`config.mk`:
```
export PLATFORM = sky130hd
export DESIGN_NAME = mult_div_unit
export DESIGN_NICKNAME = d
export VERILOG_FILES = /design/src/rtl/mult_div_unit.sv
export SDC_FILE = /design/constraint.sdc
export NUM_CORES = 1
export LEC_CHECK = 0
export CAP_MARGIN = 20
export CORE_MARGIN = 2
export CORE_UTILIZATION = 32
export CTS_CLUSTER_DIAMETER = 60
export DETAILED_ROUTE_END_ITERATION = 8
export GPL_TIMING_DRIVEN = 1
export PLACE_DENSITY = 0.59
export SLEW_MARGIN = 25
export SYNTH_ARGS = -nofsm -noshare
export SYNTH_HDL_FRONTEND = slang
export SYNTH_SLANG_ARGS = --single-unit
export TNS_END_PERCENT = 50
```
`constraint.sdc`:
```
create_clock -name clk -period 4.2 [get_ports clk]
set_input_delay 0.63 -clock clk [delete_from_list [all_inputs] [get_ports clk]]
set_output_delay 0.63 -clock clk [all_outputs]
set_load 0.05 [all_outputs]
```
`src/rtl/mult_div_unit.sv`:
```
// Iterative MIPS-style HI/LO multiply/divide unit.
// Radix-2: 32 shift-add or restoring shift-subtract steps, then a sign-fix step.
module mult_div_unit (
  input  logic        clk,
  input  logic        reset,
  input  logic        start,
  input  logic [1:0]  md_control,
  input  logic [31:0] op1,
  input  logic [31:0] op2,
  input  logic        hi_we,
  input  logic        lo_we,
  input  logic [31:0] wr_data,
  output logic        busy,
  output logic        done,
  output logic        div_by_zero,
  output logic [31:0] hi,
  output logic [31:0] lo
);

  typedef enum logic [1:0] {
    S_IDLE,
    S_RUN,
    S_FIX,
    S_DONE
  } state_t;

  state_t      r_state;
  logic [5:0]  r_cnt;
  logic        r_op_div;
  logic        r_neg_lo;
  logic        r_neg_hi;
  logic [31:0] r_a;
  logic [63:0] r_p;
  logic        r_busy;
  logic        r_done;
  logic        r_dbz;
  logic [31:0] r_hi;
  logic [31:0] r_lo;

  logic        w_signed;
  logic        w_s1;
  logic        w_s2;
  logic [31:0] w_m1;
  logic [31:0] w_m2;
  logic [32:0] w_madd;
  logic [32:0] w_rsh;
  logic [32:0] w_rdiff;
  logic [63:0] w_prod_n;
  logic [31:0] w_q_n;
  logic [31:0] w_r_n;

  assign w_signed = ~md_control[0];
  assign w_s1     = w_signed & op1[31];
  assign w_s2     = w_signed & op2[31];
  assign w_m1     = w_s1 ? (~op1 + 32'd1) : op1;
  assign w_m2     = w_s2 ? (~op2 + 32'd1) : op2;

  // Multiply: r_p = {partial, multiplier}; divide: r_p = {remainder, quotient}
  assign w_madd   = {1'b0, r_p[63:32]}
                  + (r_p[0] ? {1'b0, r_a} : 33'd0);
  assign w_rsh    = {r_p[63:32], r_p[31]};
  assign w_rdiff  = w_rsh - {1'b0, r_a};

  assign w_prod_n = ~r_p + 64'd1;
  assign w_q_n    = ~r_p[31:0] + 32'd1;
  assign w_r_n    = ~r_p[63:32] + 32'd1;

  always_ff @(posedge clk) begin
    if (reset) begin
      r_state  <= S_IDLE;
      r_cnt    <= 6'd0;
      r_op_div <= 1'b0;
      r_neg_lo <= 1'b0;
      r_neg_hi <= 1'b0;
      r_a      <= 32'd0;
      r_p      <= 64'd0;
      r_busy   <= 1'b0;
      r_done   <= 1'b0;
      r_dbz    <= 1'b0;
      r_hi     <= 32'd0;
      r_lo     <= 32'd0;
    end else begin
      r_done <= 1'b0;
      r_dbz  <= 1'b0;
      unique case (r_state)
        S_IDLE, S_DONE: begin
          r_state <= S_IDLE;
          if (start) begin
            r_state  <= S_RUN;
            r_busy   <= 1'b1;
            r_cnt    <= 6'd0;
            r_op_div <= md_control[1];
            r_neg_lo <= w_s1 ^ w_s2;
            r_neg_hi <= w_s1;
            if (md_control[1]) begin
              r_a <= w_m2;
              r_p <= {32'd0, w_m1};
            end else begin
              r_a <= w_m1;
              r_p <= {32'd0, w_m2};
            end
          end else begin
            if (hi_we) r_hi <= wr_data;
            if (lo_we) r_lo <= wr_data;
          end
        end
        S_RUN: begin
          if (r_op_div && (r_a == 32'd0)) begin
            r_state <= S_DONE;
            r_busy  <= 1'b0;
            r_done  <= 1'b1;
            r_dbz   <= 1'b1;
          end else begin
            if (r_op_div) begin
              if (!w_rdiff[32])
                r_p <= {w_rdiff[31:0], r_p[30:0], 1'b1};
              else
                r_p <= {w_rsh[31:0], r_p[30:0], 1'b0};
            end else begin
              r_p <= {w_madd, r_p[31:1]};
            end
            r_cnt <= r_cnt + 6'd1;
            if (r_cnt == 6'd31) r_state <= S_FIX;
          end
        end
        S_FIX: begin
          if (r_op_div) begin
            r_lo <= r_neg_lo ? w_q_n : r_p[31:0];
            r_hi <= r_neg_hi ? w_r_n : r_p[63:32];
          end else begin
            {r_hi, r_lo} <= r_neg_lo ? w_prod_n : r_p;
          end
          r_state <= S_DONE;
          r_busy  <= 1'b0;
          r_done  <= 1'b1;
        end
        default: r_state <= S_IDLE;
      endcase
    end
  end

  assign busy        = r_busy;
  assign done        = r_done;
  assign div_by_zero = r_dbz;
  assign hi          = r_hi;
  assign lo          = r_lo;

endmodule

```
=== Word level (Yosys, flattened, before mapping) ===
Cells that the tools add are included.

* Reductions and logical operators: 12
* Muxes and demuxes: 33
* Equality and inequality tests: 11
* Add/subtract/negate cells: 8
* Bitwise gates (word level): 10

{| class="wikitable"
|+ Operators by type and width
! cell !! count
|-
| $mux W32 || 13
|-
| $mux W64 || 5
|-
| $add A32 B1 Y32 const B || 4
|-
| $not A32 Y32 || 4
|-
| $pmux W32 S2 || 2
|-
| $pmux W64 S2 || 1
|-
| $add A64 B1 Y64 const B || 1
|-
| $not A64 Y64 || 1
|-
| $add A32 B32 Y33 || 1
|-
| $sub A33 B32 Y33 || 1
|-
| $logic_not A32 Y1 || 1
|-
| $mux W6 || 2
|-
| $ne A2 B2 Y1 const B || 6
|-
| $pmux W6 S2 || 1
|-
| $reduce_and A3 Y1 || 3
|-
| $add A6 B1 Y6 const B || 1
|-
| $eq A6 B5 Y1 const B || 1
|-
| $pmux W2 S3 || 1
|-
| $eq A2 B2 Y1 const B || 2
|-
| $mux W1 || 4
|-
| $mux W2 || 2
|-
| $reduce_and A2 Y1 || 2
|-
| $reduce_bool A2 Y1 || 2
|-
| $reduce_or A2 Y1 || 2
|-
| 9 further kinds || 11
|}

* Flip-flop bits (word level): 174
* Word-level logic and storage cells: 86

=== Longest topological paths before layout ===
Gate-level depths: netlist of the first run.

* Depth after elaboration: 6
* Mapped depth: 14

=== Worst setup path before layout of the first run ===
No wires, ideal clock.

* Path kind: reg2reg
* Start point: register r_p[31]
* End point: register r_p[52]
* Cell stages (with the launch flop): 14
* Required time: 4.083 ns
* Data arrival time: 3.142 ns
* Path slack: 0.942 ns
* Path buffers: 1
* Setup time: 0.117 ns
* Cells stage by stage: dfxtp_1 -> inv_1 -> ha_1 -> fa_1 -> nor2b_1 -> o31a_1 -> o21ai_0 -> a211oi_1 -> nor3_1 -> nor3_1 -> clkbuf_1 -> nor2_1 -> a211o_1 -> a22o_1

* Longest elaborated chain between the ends: 5

{| class="wikitable"
|+ Ends and longest elaborated chain
! what !! line !! RTL
|-
| start, declared || 33 || <nowiki>logic [63:0] r_p;</nowiki>
|-
| start signal, assigned || 97 || <nowiki>r_p <= {32'd0, w_m1};</nowiki>
|-
| start signal, assigned || 100 || <nowiki>r_p <= {32'd0, w_m2};</nowiki>
|-
| start signal, assigned || 116 || <nowiki>r_p <= {w_rdiff[31:0], r_p[30:0], 1'b1};</nowiki>
|-
| $sub A33 B32 Y33 || 62 || <nowiki>assign w_rdiff = w_rsh - {1'b0, r_a};</nowiki>
|-
| $mux W64 || 115 || <nowiki>if (!w_rdiff[32])</nowiki>
|-
| $mux W64 || 114 || <nowiki>if (r_op_div) begin</nowiki>
|-
| $mux W64 || 108 || <nowiki>if (r_op_div && (r_a == 32'd0)) begin</nowiki>
|-
| $pmux W64 S2 || 85 || <nowiki>unique case (r_state)</nowiki>
|}

No other way between the ends. The select of a mux whose other input is x is not followed.
A chain may end at the register's enable or synchronous reset.

=== Final worst setup path of the first run ===
* Start point: register r_a[15]
* End point: register r_p[0]

* Longest elaborated chain between the ends: 5
* Elaborated cells on any way between the ends: 9
* Classes of those cells: add/sub (1); eq/ne (1); mux (4); reduce/logical (3)

{| class="wikitable"
|+ Ends and longest elaborated chain
! what !! line !! RTL
|-
| start, declared || 32 || <nowiki>logic [31:0] r_a;</nowiki>
|-
| start signal, assigned || 96 || <nowiki>r_a <= w_m2;</nowiki>
|-
| start signal, assigned || 99 || <nowiki>r_a <= w_m1;</nowiki>
|-
| $sub A33 B32 Y33 || 62 ||
|-
| $mux W64 || 115 ||
|-
| $mux W64 || 114 ||
|-
| $mux W64 || 108 ||
|-
| $pmux W64 S2 || 85 ||
|-
| end signal, assigned || 116 ||
|-
| end signal, assigned || 118 || <nowiki>r_p <= {w_rsh[31:0], r_p[30:0], 1'b0};</nowiki>
|-
| end signal, assigned || 120 || <nowiki>r_p <= {w_madd, r_p[31:1]};</nowiki>
|}

Parallel ways exist; a longest one is shown, timed or not. The select of a mux whose other input is x is not followed.

==> results of run 1 <==
==> layer usage <==
metal | vias up | global-route usage | part of all wire | wire, µm
met5 | - | 0 | 0 | 0
met4 | 0 | 0.0741 | 0.026 | 1490
met3 | 69 | 0.0462 | 0.081 | 4690
met2 | 611 | 0.375 | 0.44 | 25300
met1 | 7470 | 0.331 | 0.46 | 26600
li1 | 7550 | - | - | -
==> registers in the layout, summed over array words and instances, names as in the netlist <==
name / cells
r_neg_lo: 1
busy: 1
lo: 32
r_a: 32
hi: 32
div_by_zero: 1
r_op_div: 1
r_cnt: 6
r_state: 2
r_neg_hi: 1
done: 1
r_p: 64
==> final timing paths <==
path / from / to / slack, ps / depth (start not counted)
hold reg to reg: r_a[27]$_SDFFE_PP0P_ / r_a[27]$_SDFFE_PP0P_ / 460 / 2
setup / recovery: r_a[15]$_SDFFE_PP0P_ / r_p[0]$_SDFFE_PP0P_ / 540 / 11
hold / removal: r_a[27]$_SDFFE_PP0P_ / r_a[27]$_SDFFE_PP0P_ / 460 / 2
setup reg to reg: r_a[15]$_SDFFE_PP0P_ / r_p[0]$_SDFFE_PP0P_ / 540 / 11
==> final cells by class <==
class	instances	area (µm²)	share of cell area
well taps	600	751	0.0420
flip-flops and latches	174	3480	0.195
inverters	68	255	0.0143
clock buffers	22	474	0.0265
multi-input cells	1630	10600	0.591
repair buffers	235	2190	0.123
clock inverters	9	158	0.00881
==> power groups by stage <==
stage	sequential [mW]	combinational, mW	clock, mW
after floorplan	2.98	3.60	0
after global placement	2.61	6.00	0
after detailed placement	2.62	6.03	0
after CTS	2.59	6.06	1.78
after global routing	2.64	6.62	1.85
final	2.61	6.14	1.78
==> Yosys cell counts (19+ instances only) <==
master	instances	share of area
ha_1	71	0.060
a21o_1	48	0.024
a211oi_1	103	0.052
nor2_1	290	0.074
a21oi_1	180	0.061
o31ai_1	33	0.017
mux2i_1	40	0.027
clkbuf_1	118	0.030
xor2_1	100	0.059
nand2_1	151	0.038
xnor2_1	74	0.044
or4_1	21	0.011
inv_1	68	0.017
o21a_1	21	0.011
mux2_2	27	0.021
o211ai_1	30	0.015
nor3_1	59	0.020
or3_1	26	0.011
o21ai_0	104	0.035
dfxtp_1	174	0.24
nand4_1	19	0.0080
nor4_1	26	0.011
==> kinds of logic (layout without fill, tap and decap cells) <==
family	after synthesis	count (layout)	synth area share
flops	174	174	0.236
fa+ha+maj	73	73	0.0628
mux	67	67	0.0476
simple gates	664	664	0.205
buf+inv	199	334	0.0519
compound gates	652	652	0.294
xor+xnor	174	174	0.103
==> worst min-delay path, delay by kind of cell, from the launching register on <==
kind	cells	cell delay, ps
flip-flops	1	310
AND/OR/NAND/NOR	1	50
AO/OA/AOI/OAI	1	50
==> run_results.csv, run 1 <==
group,metric,value,unit
placement,dp_hpwl,46.1,mm
cells_and_area,drive_above_1_share,0.0711,
worst_setup_path,critPathMaxStageDelay,490,ps
global_routing,grt_use_total,0.239,
die,die_h,219,µm
die,start_util,0.325,
worst_setup_path,cp_top_family,"compound AO/OA/AOI/OAI gates",
sta,drv_slew,0,
power,p_leak,6.93,nW
logic_synthesis,ys_types,72,
clocking,insertion_delay,460,ps
sta,setup_violations,0,
clocking,root_buffer,"clkbuf_16",
power,p_seq_frac,0.248,
clocking,cts_buffers,17,
sta,timing.final.ws_setup,538,ps
logic_synthesis,ys_async_sr_fraction,0,
power,power.density,588,mW/mm²
sta,rsz0062_at_grt,"no",
clocking,cts_buffer_depth,2,
drt,dr.pass1.iters,5,
global_routing,antenna_found_initial,0,
worst_setup_path,critPathBufInv,1,
die,die_x,219,µm
die,rows,78,
cells_and_area,synthToLayoutAreaGrowth,20.9,%
placement,place_inst,2707,
drt,vias,15700,
clocking,hold_buffers,0,
placement,dpl_cell_area,0.0173,mm²
logic_synthesis,synthCells,2003,
sta,tightest_slew,957,ps
worst_setup_path,worstPathCellList,"inv_1, ha_1, or3_1, a221oi_1, nor3_1, o22a_1, o2111a_1, or3_1, nor2_1, a211oi_1, a2111oi_0",
drt,antenna_left,0,
clocking,cts.reportedPaths.clkPinSlew,70,ps
sta,clock_skew,20.6,ps
drt,via_per_inst,5.73,
cells_and_area,final_cell_mix,"nor2_1 (289), a21oi_1 (179), dfxtp_1 (173), clkdlybuf4s50_1 (167), nand2_1 (151)",
cells_and_area,diodes,0,
global_routing,grt_first_pass_wirelength,88.0,mm
sta,hold_viol_final,0,
logic_synthesis,yosys_warnings,0,
logic_synthesis,netlist_area,0.0148,mm²
global_routing,grt_pass1_vias,14700,
run_status,status,"finished, final reports clean",
sta,max_slew_margin,0.361,
drt,drt_iter0_drc,1492,
logic_synthesis,synth-edff-count,0,
cells_and_area,fillerInstances,4728,
worst_setup_path,critPathRequiredTime,4540,ps
worst_setup_path,start_kind,"register",
clocking,post_cts_resized,0,
placement,place_ws,463,ps
global_routing,grt_remaining_overflow,0,
cells_and_area,finalInstanceArea,0.0179,mm²
power,peakVddDrop,0.373,mV
clocking,clkSinkCount,174,
die,ios,170,
die,core,0.0455,mm²
power,pwr-share-comb,0.583,
logic_synthesis,ys_ff_latch,174,
cells_and_area,final_net_count,2302,
sta,whs,463,ps
power,clkPwrFrac,0.169,
sta,setup_tns,0,ps
global_routing,grt_max_degree,79,
logic_synthesis,synthFlopType,"dfxtp_1",
cells_and_area,stdcell_count,2738,
power,swShare,0.497,
worst_setup_path,path_class,"reg -> reg",
sta,period_minus_slack,3660,ps
drt,drc_errors,0,
logic_synthesis,synthesis.nets,2179,
placement,portBuffers,169,
clocking,h-tree-depth,4,
worst_setup_path,cp-end-kind,"register",
worst_setup_path,cp_max_fo,6,
worst_setup_path,path_common_cell,"or3_1",
worst_setup_path,critPathSlowestCell,"dfxtp_1",
sta,fmax,0.273,GHz
drt,avgRoutedWirePerCell,21.2,µm
cells_and_area,final_util,0.393,
die,dieArea,0.0479,mm²
power,p_switching,5.23,mW
min_path,hold_path_class,"reg -> reg",
placement,place.gp.congestion,0.957,
clocking,tritoncts,"yes",
logic_synthesis,yosysSeqAreaShare,0.236,
sta,period_share,0.872,
power,p_int,5.29,mW
worst_setup_path,arrival,4000,ps
flow_run,drv_cap,0,
power,finalPower,10.5,mW
clocking,cts_setup_buffers,0,
logic_synthesis,avgSynthCellArea,7.38,µm²
cells_and_area,final_common_cell,"nor2_1",
drt,finalWirelength,58.2,mm
No activity file was read; power rests on OpenSTA's default activity.
==> run 2: changes to the inputs <==
CORE_UTILIZATION = 55   (was 32)
PLACE_DENSITY = 0.87   (was 0.59)
==> run 2 against run 1 <==
Net effect:
- worst hold slack lost 4.1 ps
- global-route usage grew 12 points
- clock-buffer cell count shrank 4
- die area shrank 41%
- non-clock buffer count shrank 18
- combinational power shrank 3.7%
- via count grew 1.4%
- sequential power is essentially flat
- final cell count shrank 10%
- total power shrank 3.7%
- cell area shrank 2.9%
- critical endpoint is now r_p[61]$_SDFFE_PP0P_
- largest cell class unchanged
- largest power group unchanged
- highest routed layer unchanged
==> run_results.csv, run 2 (synthesized netlist as in run 1, its figures left out) <==
group,metric,value,unit
sta,drv_slew,0,
drt,vias,15900,
worst_setup_path,cp_max_fo,7,
clocking,cts_setup_buffers,0,
drt,antenna_left,0,
power,p_leak,6.82,nW
worst_setup_path,critPathSlowestCell,"o21ai_0",
die,die_h,168,µm
worst_setup_path,critPathRequiredTime,4550,ps
clocking,post_cts_resized,0,
drt,finalWirelength,52.2,mm
power,peakVddDrop,0.540,mV
worst_setup_path,critPathMaxStageDelay,720,ps
clocking,root_buffer,"clkbuf_16",
worst_setup_path,cp-end-kind,"register",
die,start_util,0.555,
cells_and_area,final_cell_mix,"nor2_1 (289), a21oi_1 (179), dfxtp_1 (173), clkdlybuf4s50_1 (167), nand2_1 (151)",
cells_and_area,final_common_cell,"nor2_1",
clocking,cts.reportedPaths.clkPinSlew,80,ps
drt,avgRoutedWirePerCell,21.2,µm
cells_and_area,diodes,0,
global_routing,antenna_found_initial,0,
sta,setup_tns,0,ps
clocking,clkSinkCount,174,
sta,max_slew_margin,0.255,
worst_setup_path,start_kind,"register",
die,dieArea,0.0282,mm²
global_routing,grt_max_degree,81,
cells_and_area,largest_reg_flops,64,
drt,drc_errors,0,
drt,drt_iter0_drc,1669,
sta,rsz0062_at_grt,"no",
die,rows,60,
sta,period_share,0.917,
placement,dp_hpwl,40.5,mm
global_routing,grt_pass1_vias,14500,
sta,fmax,0.260,GHz
run_status,status,"finished, final reports clean",
min_path,min_path_cells,2,
clocking,h-tree-depth,4,
worst_setup_path,worstPathCellList,"and2_1, ha_1, inv_1, fa_1, nor2b_1, o2111ai_1, a31oi_1, or4_1, nand2_1, o21ai_0, a41oi_1, xor2_1, a311oi_1",
cells_and_area,final_util,0.652,
global_routing,grt_use_total,0.358,
worst_setup_path,path_class,"reg -> reg",
sta,clock_skew,27.1,ps
placement,portBuffers,169,
drt,dr.pass1.iters,8,
power,power.density,583,mW/mm²
drt,via_per_inst,6.47,
min_path,hold_path_class,"reg -> reg",
global_routing,grt_first_pass_wirelength,80.6,mm
die,die_x,168,µm
clocking,insertion_delay,450,ps
cells_and_area,top_register,"r_p",
sta,tightest_slew,1110,ps
clocking,cts_buffer_depth,2,
sta,setup_violations,0,
die,ios,170,
die,core,0.0267,mm²
cells_and_area,final_net_count,2284,
cells_and_area,synthToLayoutAreaGrowth,17.4,%
clocking,tritoncts,"yes",
clocking,cts_buffers,17,
worst_setup_path,r2r_cells,13,
clocking,hold_buffers,0,
worst_setup_path,arrival,4200,ps
cells_and_area,drive_above_1_share,0.0636,
sta,hold_viol_final,0,
flow_run,drv_cap,0,
cells_and_area,fillerInstances,2326,
sta,period_minus_slack,3850,ps
global_routing,grt_remaining_overflow,0,
placement,place.gp.congestion,0.974,
-- run 2: path summary, 6_finish.rpt --
kind / end / from / slack [ps]
hold / removal: r_a[26]$_SDFFE_PP0P_ / r_a[26]$_SDFFE_PP0P_ / 460
setup / recovery: r_p[61]$_SDFFE_PP0P_ / r_p[0]$_SDFFE_PP0P_ / 350
setup reg to reg: r_p[61]$_SDFFE_PP0P_ / r_p[0]$_SDFFE_PP0P_ / 350
hold reg to reg: r_a[26]$_SDFFE_PP0P_ / r_a[26]$_SDFFE_PP0P_ / 460
-- run 2: cell type report --
type                    instances  area [µm²]  share of cell area
clock inverters                14         146             0.00843
repair buffers                217        2060               0.118
well taps                     341         427              0.0246
flip-flops and latches        174        3480               0.201
inverters                      68         255              0.0147
clock buffers                  18         429              0.0247
multi-input cells            1630       10600               0.609
-- run 2: per-layer routing --
| metal | up-vias | share of wire | GRT usage |
|---|---|---|---|
| li1 | 7538 | - | - |
| met1 | 7322 | 0.42 | 0.479 |
| met2 | 913 | 0.44 | 0.566 |
| met3 | 150 | 0.098 | 0.0717 |
| met4 | 0 | 0.043 | 0.149 |
| met5 | - | 0 | 0 |
-- run 2: stage by stage --
stage	instances	total power, mW	hold slack, ps	cell area [µm²]	worst slack (ps)
finish	2462	10.1	459	17400	350
detailed placement	2430	8.38	449	16800	460
CTS	2462	9.96	459	17400	435
global route	2462	10.6	483	17400	82.3
floorplan	2003	6.59	432	14800	942
global placement	2430	8.28	445	16800	427
-- run 2: power breakdown --
part	internal (mW)	total [mW]	switching (mW)	leakage, nW
clock	0.793	1.60	0.804	0.282
sequential	2.07	2.63	0.552	1.42
combinational	2.08	5.91	3.83	5.12
-- run 2: critical path: cells and delay by family (launching register included) --
| family | cells | cell delay [ps] |
|---|---|---|
| adders and majority gates | 2 | 590 |
| and+or+nand+nor | 4 | 600 |
| buffers and inverters | 1 | 60 |
| xor gates and xnor gates | 1 | 210 |
| AOI/OAI and AO/OA | 5 | 1850 |
| DFF | 1 | 450 |
==> RTL edit, RTL diff (flow settings as in run 2) <==
Re-encode `state_t` (4 states) as Gray code, 2 bits wide.
--- a/src/rtl/mult_div_unit.sv
+++ b/src/rtl/mult_div_unit.sv
@@ -20,6 +20,6 @@
   typedef enum logic [1:0] {
-    S_IDLE,
-    S_RUN,
-    S_FIX,
-    S_DONE
+    S_IDLE = 2'b00,
+    S_RUN  = 2'b01,
+    S_FIX  = 2'b11,
+    S_DONE = 2'b10
   } state_t;
Function: no difference found for any inputs over 4 cycles, from zero or initial values and one cycle with reset high; so few cycles prove little.
==> RTL edit against run 2 <==
The flow now finishes with violations (DRC). Setup slack improved by 0.0086 ns. Sequential cell count did not move. Area after synthesis fell by 0.63%. Cell area fell by 0.48%. Critical path type unchanged. Fmax rose by 0.22%. Wire length fell by 2.0%.
Power is not compared: it rests on default switching activity, and its combinational part moved more than twofold at a synthesized area within 25%.
==> RTL edit: results <==
{
  "firstDrtPassIters": 9,
  "wl_met1_um": 21500,
  "yosys_warnings": 0,
  "grt_antenna_before_repair": 0,
  "reg2regPathDepth": 13,
  "hp-start": "r_a[18]",
  "total_leakage_power_nw": 6.85,
  "grt_use_met1_pct": 47.0,
  "largest_reg_flops": 64,
  "grt_max_degree": 97,
  "worstReg2RegEnd": "r_p[36]",
  "numCtsBuffers": 17,
  "wl_met2_um": 22400,
  "yosysUniqueCellTypes": 79,
  "dpl.hpwl_um": 39300,
  "grt_pass1_wl_um": 79200,
  "maxSlewHeadroom_pct": 34.6,
  "violations": "DRC",
  "met2_usage_pct": 55.8,
  "rrSetupSlack_ns": 0.36,
  "clock_latency_ns": 0.45,
  "cp_max_fo": 25,
  "yosysMostFrequentCell": "nor2_1",
  "drc": 11,
  "drive_gt1_share_pct": 6.36,
  "drtIter0Drc": 1946,
  "vdd_drop_max_mv": 0.263,
  "place_area_um2": 16700,
  "syn_nets": 2131,
  "cts_max_level": 4,
  "skew_ns": 0.0136,
  "cap_viol_max_count": 0,
  "arrival_ns": 4.19,
  "r2r-start": "r_a[15]",
  "grt_usage_pct": 35.3,
  "wl_per_cell_um": 21.2,
  "final_nets": 2238,
  "synth_async_sr_flop_share_pct": 0,
  "num_vias": 15700,
  "cts_resized": 0,
  "met3_usage_pct": 6.03,
  "synthTopCellsByArea": "dfxtp_1 24%, mux2i_1 7.4%, nor2_1 6.7%, xnor2_1 6.5%, ha_1 5.9%",
  "outcome": "complete, but fails checks",
  "post-cts-setup-buffers": 0,
  "slowest_delay_ns": 0.66,
  "synth_common_cells": "264 x nor2_1, 174 x dfxtp_1, 151 x a21oi_1, 151 x nand2_1, 125 x o21ai_0",
  "wl_met3_um": 4760,
  "slowest_stage": "xnor2_2",
  "grt_pass1_vias": 14400,
  "seq_area_frac_synth_pct": 23.7,
  "min_to": "r_a[18]",
  "place.gp.congestion": 1.02
}
RTL edit: cell count changes after synthesis, sizes merged, moves of 14 or more:
cell and delta:
a21o -23, xor2 -33, o31ai -14, a21oi -29
nor2 -26, mux2i +68, mux2 -25, o21ai +20
xnor2 +35
RTL edit: cell type report:
| class | count | area, um^2 |
|---|---|---|
| Sequential cell | 174 | 3480 |
| Timing Repair Buffer | 223 | 2110 |
| Clock buffer | 19 | 453 |
| Fill cell | 2230 | 8850 |
| Multi-Input combinational cell | 1592 | 10500 |
| Tap cell | 335 | 419 |
| Clock inverter | 13 | 145 |
| Inverter | 56 | 210 |
RTL edit: worst max path at each step:
stage | startpoint | slack [ns] | depth (start not counted) | end
2_1_floorplan | r_p[32] | 0.71 | 14 | r_p[36]
6_report | r_a[15] | 0.36 | 13 | r_p[36]
3_3_place_gp | op2[7] | 0.55 | 10 | r_p[25]
3_5_place_dp | op2[7] | 0.38 | 10 | r_p[27]
5_1_grt | r_a[15] | 0.21 | 13 | r_p[42]
4_1_cts | r_a[15] | 0.48 | 13 | r_p[36]
RTL edit: cells by family after synthesis:
family	share of synthesized area [%]
simple gates	20.4
compound gates	26.3
buf+inv	5.40
xor+xnor	10.5
flops	23.7
mux	7.51
fa+ha+maj	6.15
RTL edit: per-stage QoR:
| step | cells | power (mW) | worst slack, ns | hold slack [ns] | utilization (%) |
|---|---|---|---|---|---|
| floorplan | 1957 | 3.08 | 0.712 | 0.445 | - |
| global placement | 2379 | 3.61 | 0.550 | 0.457 | 63.8 |
| detailed placement | 2379 | 3.65 | 0.377 | 0.469 | 63.8 |
| CTS | 2411 | 5.25 | 0.476 | 0.478 | 66.1 |
| global route | 2412 | 5.50 | 0.206 | 0.499 | 66.1 |
| finish | 2412 | 5.30 | 0.358 | 0.483 | 66.1 |
